File: src/rtl/regfile_wb_arbiter_if.sv
// rtl/regfile_wb_arbiter_if.sv - writeback request, register-file write and hazard signals
// master: writeback requesters and decode; slave: the arbiter.
interface regfile_wb_arbiter_if #(
    parameter int WIDTH = 32,
    parameter int AW    = 5
);
    logic             req0_valid;
    logic [AW-1:0]    req0_addr;
    logic [WIDTH-1:0] req0_data;
    logic             req0_ready;
    logic             req1_valid;
    logic [AW-1:0]    req1_addr;
    logic [WIDTH-1:0] req1_data;
    logic             req1_ready;
    logic             wr_en;
    logic [AW-1:0]    wr_addr;
    logic [WIDTH-1:0] wr_data;
    logic             grant_id;
    logic [AW-1:0]    rd_addr;
    logic             rd_hazard;

    modport master (
        output req0_valid, req0_addr, req0_data, input req0_ready,
        output req1_valid, req1_addr, req1_data, input req1_ready,
        input  wr_en, wr_addr, wr_data, grant_id,
        output rd_addr, input rd_hazard
    );

    modport slave (
        input  req0_valid, req0_addr, req0_data, output req0_ready,
        input  req1_valid, req1_addr, req1_data, output req1_ready,
        output wr_en, wr_addr, wr_data, grant_id,
        input  rd_addr, output rd_hazard
    );
endinterface

File: src/rtl/regfile_wb_arbiter.sv
// rtl/regfile_wb_arbiter.sv - arbitrates ALU and load writebacks onto the register-file write port
// REGFILE_WB_FIXED_PRIO_EN: load (req1) always wins a tie instead of round-robin.
module regfile_wb_arbiter #(
    parameter int WIDTH = 32,
    parameter int AW    = 5
) (
    input logic                 clk,
    input logic                 rst,
    regfile_wb_arbiter_if.slave bus
);
    logic             full0, full1;
    logic [AW-1:0]    buf0_addr, buf1_addr;
    logic [WIDTH-1:0] buf0_data, buf1_data;
    logic             grant0, grant1;
    logic             acc0, acc1;
    logic             wr_en_q;
    logic [AW-1:0]    wr_addr_q;
    logic [WIDTH-1:0] wr_data_q;
    logic             grant_id_q;
`ifndef REGFILE_WB_FIXED_PRIO_EN
    logic             last_grant;
`endif

    // Grant depends only on buffer state, so ready never loops back through valid.
    always_comb begin
        grant0 = 1'b0;
        grant1 = 1'b0;
        if (full0 && full1) begin
`ifdef REGFILE_WB_FIXED_PRIO_EN
            grant1 = 1'b1;
`else
            grant0 = last_grant;
            grant1 = !last_grant;
`endif
        end else begin
            grant0 = full0;
            grant1 = full1;
        end
    end

    assign bus.req0_ready = !rst && (!full0 || grant0);
    assign bus.req1_ready = !rst && (!full1 || grant1);
    assign acc0 = bus.req0_valid && bus.req0_ready;
    assign acc1 = bus.req1_valid && bus.req1_ready;

    assign bus.wr_en    = wr_en_q;
    assign bus.wr_addr  = wr_addr_q;
    assign bus.wr_data  = wr_data_q;
    assign bus.grant_id = grant_id_q;

    assign bus.rd_hazard = !rst && (bus.rd_addr != '0) &&
                           ((full0 && buf0_addr == bus.rd_addr) ||
                            (full1 && buf1_addr == bus.rd_addr) ||
                            (wr_en_q && wr_addr_q == bus.rd_addr));

    always_ff @(posedge clk or posedge rst) begin
        if (rst) begin
            full0      <= 1'b0;
            full1      <= 1'b0;
            buf0_addr  <= '0;
            buf1_addr  <= '0;
            buf0_data  <= '0;
            buf1_data  <= '0;
            wr_en_q    <= 1'b0;
            wr_addr_q  <= '0;
            wr_data_q  <= '0;
            grant_id_q <= 1'b0;
`ifndef REGFILE_WB_FIXED_PRIO_EN
            last_grant <= 1'b1;
`endif
        end else begin
            if (grant0 || grant1) begin
                wr_en_q    <= 1'b1;
                wr_addr_q  <= grant1 ? buf1_addr : buf0_addr;
                wr_data_q  <= grant1 ? buf1_data : buf0_data;
                grant_id_q <= grant1;
`ifndef REGFILE_WB_FIXED_PRIO_EN
                last_grant <= grant1;
`endif
            end else begin
                wr_en_q <= 1'b0;
            end

            // Writes to x0 are acknowledged but never buffered.
            if (acc0 && bus.req0_addr != '0) begin
                full0     <= 1'b1;
                buf0_addr <= bus.req0_addr;
                buf0_data <= bus.req0_data;
            end else if (grant0) begin
                full0 <= 1'b0;
            end

            if (acc1 && bus.req1_addr != '0) begin
                full1     <= 1'b1;
                buf1_addr <= bus.req1_addr;
                buf1_data <= bus.req1_data;
            end else if (grant1) begin
                full1 <= 1'b0;
            end
        end
    end
endmodule

File: src/flat_wrapper.sv
// flat-port wrapper written by rule: the top's interface ports become plain ports
module regfile_wb_arbiter_flat 
#(
    parameter int WIDTH = 32,
    parameter int AW    = 5
)
  (clk, rst, bus_req0_valid, bus_req0_addr, bus_req0_data, bus_req0_ready, bus_req1_valid, bus_req1_addr, bus_req1_data, bus_req1_ready, bus_wr_en, bus_wr_addr, bus_wr_data, bus_grant_id, bus_rd_addr, bus_rd_hazard);
  regfile_wb_arbiter_if #(.WIDTH(WIDTH), .AW(AW)) bus_i ();
  input logic clk;
  input logic rst;
  input wire logic [$bits(bus_i.req0_valid)-1:0] bus_req0_valid;
  input wire logic [$bits(bus_i.req0_addr)-1:0] bus_req0_addr;
  input wire logic [$bits(bus_i.req0_data)-1:0] bus_req0_data;
  output wire logic [$bits(bus_i.req0_ready)-1:0] bus_req0_ready;
  input wire logic [$bits(bus_i.req1_valid)-1:0] bus_req1_valid;
  input wire logic [$bits(bus_i.req1_addr)-1:0] bus_req1_addr;
  input wire logic [$bits(bus_i.req1_data)-1:0] bus_req1_data;
  output wire logic [$bits(bus_i.req1_ready)-1:0] bus_req1_ready;
  output wire logic [$bits(bus_i.wr_en)-1:0] bus_wr_en;
  output wire logic [$bits(bus_i.wr_addr)-1:0] bus_wr_addr;
  output wire logic [$bits(bus_i.wr_data)-1:0] bus_wr_data;
  output wire logic [$bits(bus_i.grant_id)-1:0] bus_grant_id;
  input wire logic [$bits(bus_i.rd_addr)-1:0] bus_rd_addr;
  output wire logic [$bits(bus_i.rd_hazard)-1:0] bus_rd_hazard;
  assign bus_i.req0_valid = bus_req0_valid;
  assign bus_i.req0_addr = bus_req0_addr;
  assign bus_i.req0_data = bus_req0_data;
  assign bus_req0_ready = bus_i.req0_ready;
  assign bus_i.req1_valid = bus_req1_valid;
  assign bus_i.req1_addr = bus_req1_addr;
  assign bus_i.req1_data = bus_req1_data;
  assign bus_req1_ready = bus_i.req1_ready;
  assign bus_wr_en = bus_i.wr_en;
  assign bus_wr_addr = bus_i.wr_addr;
  assign bus_wr_data = bus_i.wr_data;
  assign bus_grant_id = bus_i.grant_id;
  assign bus_i.rd_addr = bus_rd_addr;
  assign bus_rd_hazard = bus_i.rd_hazard;
  regfile_wb_arbiter #(.WIDTH(WIDTH), .AW(AW)) u_core (.clk(clk), .rst(rst), .bus(bus_i));
endmodule
File: config.mk
export PLATFORM = sky130hd
export DESIGN_NAME = regfile_wb_arbiter_flat
export DESIGN_NICKNAME = d
export VERILOG_FILES = /design/src/rtl/regfile_wb_arbiter_if.sv /design/src/rtl/regfile_wb_arbiter.sv /design/src/flat_wrapper.sv
export SDC_FILE = /design/constraint.sdc
export NUM_CORES = 1
export LEC_CHECK = 0
export ABC_AREA = 1
export CELL_PAD_IN_SITES_DETAIL_PLACEMENT = 2
export CELL_PAD_IN_SITES_GLOBAL_PLACEMENT = 2
export CORE_MARGIN = 2
export CORE_UTILIZATION = 31
export DETAILED_ROUTE_END_ITERATION = 8
export HOLD_SLACK_MARGIN = 0.08
export PLACE_DENSITY = 0.81
export SLEW_MARGIN = 10
export SYNTH_ARGS = -nofsm -noshare
export SYNTH_HDL_FRONTEND = slang
export SYNTH_SLANG_ARGS = --single-unit
export TNS_END_PERCENT = 5
File: constraint.sdc
create_clock -name clk -period 6.75 [get_ports clk]
set_input_delay 0.675 -clock clk [delete_from_list [all_inputs] [get_ports clk]]
set_output_delay 0.675 -clock clk [all_outputs]
set_load 0.02 [all_outputs]
==> impl_summary.txt <==
----------------------------------------------------
[Run status]
  Run status ... completed

[CTS]
  CTS-repair resized insts ... 0
  Register clock-pin slew on the reported worst setup and hold paths ... 0.05 ns
  Longest Clk Path Bufs ... 2
  Number of CTS-inserted buffers ... 17
  Setup Buffers After CTS ... 0
  CTS tree ... done
  Root buffer selected by CTS ... sky130_fd_sc_hd__clkbuf_16
  Skew-Pair Late Insertion Delay ... 0.41 ns
  Clock H-tree levels ... 4
  Number of clock sinks seen by CTS ... 116
  Hold bufs inserted after CTS ... 0

[Synthesis]
  Syn Area/Cell ... 8.333 um^2
  Portion of the post-synthesis area used by sequential elements ... 0.5649
  Synth Warn # ... 0
  Synthesized net count ... 700
  Number of synthesized register bits ... 116
  Post-synthesis instance area ... 5141 um^2
  Post-synthesis cell type count ... 19
  Post-synthesis cell count ... 617

[GRT]
  Vias in the first global route ... 5,418
  Combined global-route utilization of all metal layers ... 0.2141
  Overflow after GRT ... 0
  Maximum number of pins on one net before global-route repair ... 75
  Global-route wire length before repair ... 29.41 mm
  Antenna violations before repair ... 0

[Timing]
  Count of endpoints failing setup in the final report ... 0
  Least setup slack across all paths after layout ... 2.828 ns
  Number of pins exceeding their max-slew limit in the final report ... 0
  Worst rel slew slack ... 0.3317
  Clock tree skew after final layout ... 0.006597 ns
  Final hold violation count ... 0
  Least-Margin Pin Slew ... 1.000 ns
  Crit share post-route ... 0.5811
  Fmax ... 254.9 MHz
  Minimum clock period ... 3.922 ns
  Final total negative setup slack ... 0 ns
  Unrepaired setup endpoints after global routing ... no

[Floorplanning]
  Placement Rows ... 47
  Die Span Y ... 132.8 um
  Top-Level Pins ... 125
  Die X-Extent ... 132.8 um
  Overall die area ... 17,630 um^2
  Initial core utilization ... 0.3134
  Area of the core ... 16,410 um^2

[Place]
  Worst setup slack after placement ... 3.164 ns
  Placed standard-cell area ... 6484 um^2
  HPWL Detailed ... 11.72 mm
  Number of port buffers ... 124
  Routability congestion estimate from global placement ... 0.8053

[Routing]
  Number of design rule violations left after detail routing ... 0
  Via density ... 4.869
  Total routed wirelength ... 17.81 mm
  Number of vias after detailed routing ... 4,674
  Average wire per standard cell ... 18.55 um
  Remaining antenna violation count ... 0
  Drt pass-1 iters ... 4
  Initial drt markers ... 261

[Cells and area]
  Count of antenna diodes in the layout ... 0
  Final-stage net count ... 812
  Layout filler cell count ... 1,790
  Most frequent standard cell in the layout excluding fill and tap cells ... sky130_fd_sc_hd__nand2_1
  Fraction of layout cells with a size suffix above 1 ... 0.05811
  Final design instance area without fill ... 7029 um^2
  Commonest cells after routing, fill and taps aside ... sky130_fd_sc_hd__nand2_1 (160), sky130_fd_sc_hd__clkdlybuf4s50_1 (124), sky130_fd_sc_hd__dfrtp_1 (113)
  Synth-to-Final Area Change ... 36.72%

[Worst setup path]
  Worst endpoint required time ... 6.07 ns
  Setup Crit Path Kind ... register to output port
  Arr. time, crit path ... 3.25 ns
  Kind of start point of the critical path ... register
  Critical path endpoint category ... output port
  Maximum fanout encountered on the critical timing path ... 37

[Power]
  Areal power density over the cells ... 424.3 nW/um^2
  IR drop worst, VDD ... 0.2346 mV
  Leakage component of the power ... 3.469 nW

[Hold path]
  Worst hold path class ... register to register

[Flow run]
  Max capacitance violation total ... 0

----------------------------------------------------
## kinds of logic after synthesis
| logic type | Yosys count | synth area share |
|---|---|---|
| and+or+nand+nor | 286 | 0.2390 |
| buffers and inverters | 134 | 0.1137 |
| DFF | 116 | 0.5649 |
| AOI/OAI and AO/OA | 81 | 0.08250 |
## layer usage
metal  global-route usage  share of wire  vias up
met2               0.3915           0.54      108
met4              0.06272          0.012        0
met1               0.2563           0.41     2374
met5                    0              0        -
li1                     -              -     2176
met3              0.03870          0.037       16
## flip-flops by register name, indices dropped and copies added (netlist names)
name                 flops
u_core.bus.wr_addr       5
u_core.full1             1
u_core.bus.wr_en         1
u_core.bus.wr_data      32
u_core.full0             1
u_core.buf0_data        32
u_core.buf1_addr         5
u_core.buf0_addr         5
u_core.last_grant        1
u_core.buf1_data        32
u_core.bus.grant_id      1
## worst max-delay path: stages, from the launching register on
cell and delay (ns):
sky130_fd_sc_hd__dfrtp_2 0.95, sky130_fd_sc_hd__nand2_2 0.67, sky130_fd_sc_hd__nand2_2 0.36, sky130_fd_sc_hd__nand2_1 0.11, sky130_fd_sc_hd__nand2_1 0.11, sky130_fd_sc_hd__inv_2 0.06
sky130_fd_sc_hd__clkdlybuf4s50_1 0.54
## per-stage QoR
stage	total power, mW	instances	util	hold slack, ns
floorplan	1.678	617	-	0.4530
detailed placement	2.141	930	0.3952	0.4820
CTS	3.023	960	0.4284	0.4944
global route	3.176	960	0.4284	0.5320
global placement	2.078	930	0.3952	0.4682
finish	2.982	960	0.4284	0.4862
## path summary, 6_finish.rpt
path | start | end | slack [ns] | depth (start not counted)
max in group asynchronous | rst | u_core.full1$_DFFE_PP0P_ | 4.70 | 3
min | u_core.buf1_data[14]$_DFFE_PP0P_ | u_core.buf1_data[14]$_DFFE_PP0P_ | 0.49 | 2
max reg2reg | u_core.full1$_DFFE_PP0P_ | u_core.buf0_addr[2]$_DFFE_PP0P_ | 3.12 | 9
min in group asynchronous | rst | u_core.buf1_data[18]$_DFFE_PP0P_ | 0.79 | 2
min reg2reg | u_core.buf1_data[14]$_DFFE_PP0P_ | u_core.buf1_data[14]$_DFFE_PP0P_ | 0.49 | 2
max | u_core.full1$_DFFE_PP0P_ | bus_req0_ready | 2.83 | 6
## Yosys cell counts, drive strengths merged
cell    count  area [um^2]
nand3     106        540.5
nand4       1        6.260
nand2     163        619.4
dfrtp     115         2878
nor3        2        10.01
clkbuf     13        48.80
o221ai      5        43.79
o21ai      76        380.4
inv       100        375.4
nor2       14        52.55
buf        21        160.1
dfstp       1        26.28
## power by group
group,switching (mW),internal [mW]
logic,0.552,0.398
clock network,0.299,0.537
registers,0.242,0.954
## final cells by class
type	count	area [um^2]	area share
clock buffers	25	495.5	0.07049
clock inverters	5	50.05	0.007120
inverters	100	377.9	0.05376
multi-input cells	367	1660	0.2362
flip-flops and latches	116	2907	0.4135
well taps	220	275.3	0.03916
repair buffers	127	1264	0.1798
Power figures use the tool's default switching activity.
==> RTL change 1 (same settings) <==
`AW` is set to 5 in 3 places; all go to 6.
--- a/src/rtl/regfile_wb_arbiter_if.sv
+++ b/src/rtl/regfile_wb_arbiter_if.sv
@@ -3,5 +3,5 @@
 interface regfile_wb_arbiter_if #(
     parameter int WIDTH = 32,
-    parameter int AW    = 5
+    parameter int AW    = 6
 );
     logic             req0_valid;
--- a/src/rtl/regfile_wb_arbiter.sv
+++ b/src/rtl/regfile_wb_arbiter.sv
@@ -3,5 +3,5 @@
 module regfile_wb_arbiter #(
     parameter int WIDTH = 32,
-    parameter int AW    = 5
+    parameter int AW    = 6
 ) (
     input logic                 clk,
--- a/src/flat_wrapper.sv
+++ b/src/flat_wrapper.sv
@@ -3,5 +3,5 @@
 #(
     parameter int WIDTH = 32,
-    parameter int AW    = 5
+    parameter int AW    = 6
 )
   (clk, rst, bus_req0_valid, bus_req0_addr, bus_req0_data, bus_req0_ready, bus_req1_valid, bus_req1_addr, bus_req1_data, bus_req1_ready, bus_wr_en, bus_wr_addr, bus_wr_data, bus_grant_id, bus_rd_addr, bus_rd_hazard);
Ports: changed (resized bus_rd_addr, bus_req0_addr, bus_req1_addr and bus_wr_addr); port bits go from 125 to 129. The function was not compared with the original's and may differ.
==> RTL change 1 against the unedited design <==
Worst hold slack improved by 0.0031 ns. Area after synthesis increased by 0.41%. Sequential cell count increased by 3. Routed wire length decreased by 8.2%. Design area increased by 2.8%. Critical path depth increased by 1. First-iteration DRC count decreased by 38%. Worst setup slack improved by 0.58 ns. Total power increased by 6.6%. Critical path type is now in2out. Critical endpoint is now bus_rd_hazard. Largest power group unchanged.
==> RTL change 1: results (changes against the unedited design) <==
fillers -> 1,787 (-0.17%)
Seq/Total Area, Yosys -> 0.577 (+0.0122)
top cell types by occurrence after synthesis -> nand2_1, inv_1, dfrtp_1
Layout Area Growth over Synthesis -> 40.0%
Post-DP HPWL -> 10.8 mm (-7.7%)
vias in the first global route -> 5,257 (-3.0%)
Routed wire per std cell -> 17.2 um (-7.1%)
highest ir drop seen on vdd -> 0.193 mV (-18%)
critical path's slowest cell -> clkdlybuf4s50_1
arrival time at the worst endpoint -> 2.67 ns (-0.58 ns)
status -> finished clean
initial detailed-routing violation count -> 161 (-38%)
maximum number of pins on one net before global-route repair -> 78 (+4.0%)
global routing usage summed across all routing layers -> 0.199 (-0.0152)
global-route wire length before repair -> 27.3 mm (-7.1%)
Port-buffer cells -> 128 (+3.2%)
H-tree depth -> 4 (unchanged)
Rel. slew slack -> 0.264 (-0.0675)
stage delay of the slowest cell on the critical path -> 0.61 ns (-0.34 ns)
standard cell area after detailed placement -> 6600 sq um (+1.8%)
worst setup skew after layout -> 0.0116 ns (+0.00499 ns)
internal power -> 0.00207 W (+9.6%)
routability congestion estimate from global placement -> 0.812 (+0.87%)
net total in the final layout -> 802 (-1.2%)
overall via count from detail_route -> 4,498 (-3.8%)
ratio of cells with drive above 1 in the final layout -> 0.0618 (+0.00371)
main area contributors after synthesis -> dfrtp_1, nand2_1, inv_1, o221ai_1, a21oi_1
syn nets -> 679 (-3.0%)
Distinct cells, synth -> 25 (+6)
-- RTL change 1: metrics by stage --
stage	setup WS [ns]	std cells	hold WS (ns)
floorplan	2.27	593	0.453
global placement	3.40	917	0.460
detailed placement	3.33	917	0.476
CTS	3.34	948	0.493
global route	3.22	948	0.521
finish	3.41	948	0.489
-- RTL change 1: metal layers --
metal	up-vias	global-route usage	wire, um
met1	2292	0.232	6810
met2	98	0.361	8740
met4	0	0.0621	186
li1	2095	-	-
met5	-	0	0
met3	13	0.0471	607
-- RTL change 1: cells by family after synthesis --
| group | after synthesis | share of synthesized area |
|---|---|---|
| simple gates | 190 | 0.144 |
| buf+inv | 160 | 0.128 |
| compound gates | 122 | 0.147 |
| flops | 119 | 0.577 |
| xor+xnor | 2 | 0.00339 |
-- RTL change 1: tightest hold or removal path: stages (launching register included) --
cell	delay [ns]
dfrtp_1	0.34
nand2_1	0.05
o21ai_1	0.06
-- RTL change 1: power by group through the flow --
stage	logic, W	registers (W)	clock network [W]
6_report	0.00105	0.00118	0.000951
5_1_grt	0.00117	0.00122	0.00100
4_1_cts	0.00108	0.00118	0.000972
3_5_place_dp	0.00106	0.00118	0
3_3_place_gp	0.00101	0.00117	0
2_1_floorplan	0.000478	0.00126	0
-- RTL change 1: area by class of cell --
| type | count | share of cell area |
|---|---|---|
| Clock buffer | 24 | 0.0708 |
| Sequential cell | 119 | 0.412 |
| Timing Repair Buffer | 132 | 0.181 |
| Multi-Input combinational cell | 314 | 0.213 |
| Inverter | 132 | 0.0689 |
| Clock inverter | 7 | 0.0159 |
| Tap cell | 220 | 0.0381 |
-- RTL change 1: path summary, 6_finish.rpt --
path,startpoint,endpoint,slack [ns]
worst max-delay path,rst,bus_rd_hazard,3.41
worst min-delay path,u_core.buf0_data[25],u_core.buf0_data[25],0.49
worst max register to register,u_core.last_grant,u_core.buf1_data[16],4.58
worst min register to register,u_core.buf0_data[25],u_core.buf0_data[25],0.49
max in group asynchronous,rst,u_core.bus.wr_addr[0],4.63
min in group asynchronous,rst,u_core.bus.wr_data[15],0.72
==> RTL change 2 (same settings) <==
Made on the original files. Make the reset (`rst`) synchronous in one clocked block.
--- a/src/rtl/regfile_wb_arbiter.sv
+++ b/src/rtl/regfile_wb_arbiter.sv
@@ -54,5 +54,5 @@
                             (wr_en_q && wr_addr_q == bus.rd_addr));
 
-    always_ff @(posedge clk or posedge rst) begin
+    always_ff @(posedge clk) begin
         if (rst) begin
             full0      <= 1'b0;
Function: differs if rst is asserted again (counterexample within 4 cycles, from zero or initial values and one cycle with rst high); with rst held inactive, the same outputs for 10 cycles.
==> RTL change 2 against the unedited design <==
First-iteration DRC count increased by 5.7%. Routed wire length decreased by 1.7%. Die area decreased by 4.8%. Worst setup slack improved by 0.22 ns. Maximum frequency increased by 5.9%. Sequential cell count unchanged. Design area decreased by 4.5%. Area after synthesis decreased by 4.9%. Via count increased by 3.6%. Critical path type unchanged.
Power is not compared: it rests on default switching activity, and its combinational part moved more than twofold at a synthesized area within 25%.
==> RTL change 2: results (changes against the unedited design) <==
status -> finished clean
launch instance of the worst min-delay path -> u_core.buf0_data[29]
net total in the final layout -> 819 (+0.86%)
maximum number of pins on one net before global-route repair -> 70 (-6.7%)
routed length on met1 -> 7.81 mm (+5.9%)
top cell types by occurrence after synthesis -> nand2_1, dfxtp_1, nand3_1
DR WL met2 -> 8.81 mm (-7.7%)
fraction of synthesis flops using an asynchronous set or reset pin -> 0 (-1.00)
Mapped Cells -> 638 (+3.4%)
Tightest Pin Transition -> 0.978 ns (-0.0223 ns)
stage delay of the slowest cell on the critical path -> 0.66 ns (-0.29 ns)
Setup crit end -> bus_req1_ready
critical path's slowest cell -> nand2_4
syn nets -> 721 (+3.0%)
r2r endpoint -> u_core.buf1_data[28]
standard cell area after detailed placement -> 6170 sq um (-4.9%)
total length of routed met3 wires -> 674 um (+1.0%)
met1 track utilization from global routing -> 0.277 (+0.0205)
Seq/Total Area, Yosys -> 0.475 (-0.0897)
mean number of vias per cell -> 5.06 (+3.9%)
number of cells on the worst reg-to-reg path -> 8 (-1)
main area contributors after synthesis -> dfxtp_1, nand2_1, nand3_1, o21ai_2, o31ai_1
top_reg_cell synth -> dfxtp_1
overall power after layout -> 0.00189 W
Post-Route WL -> 17.5 mm (-1.7%)
number of placed instances with taps included -> 928 (-0.22%)
reg2reg setup slack -> 3.14 ns (+0.02 ns)
area fraction in compound gates after synthesis -> 0.165 (+0.0826)
fillers -> 1,750 (-2.2%)
worst setup skew after layout -> 0.00817 ns (+0.00157 ns)
vias in the first global route -> 5,325 (-1.7%)
met2 Track Usage GR -> 0.383 (-0.00866)
ratio of cells with drive above 1 in the final layout -> 0.0924 (+0.0343)
-- RTL change 2: cell count changes in the layout (fill, tap and decap cells not counted), moves of 3 or more --
cell      delta
o21ai_1     -60
dfrtp_1    -113
nand3_1      +4
dfxtp_1    +115
inv_1       -67
o21ai_2     +30
o221ai_1     -5
o22ai_1      +5
inv_2        -3
nor2_1      +31
a21oi_1     +37
o31ai_1     +32
-- RTL change 2: per-stage QoR --
stage,worst slack [ns],util
finish,3.05,0.438
global route,2.79,0.438
CTS,3.01,0.438
detailed placement,2.85,0.403
global placement,3.03,0.403
floorplan,4.70,-
-- RTL change 2: area by class of cell --
| cell class | count | area [sq um] | area share |
|---|---|---|---|
| Clock buffer | 26 | 499 | 0.0744 |
| Clock inverter | 4 | 47.5 | 0.00708 |
| Inverter | 30 | 114 | 0.0170 |
| Multi-Input combinational cell | 445 | 2210 | 0.329 |
| Sequential cell | 116 | 2320 | 0.346 |
| Tap cell | 211 | 264 | 0.0393 |
| Timing Repair Buffer | 126 | 1260 | 0.187 |
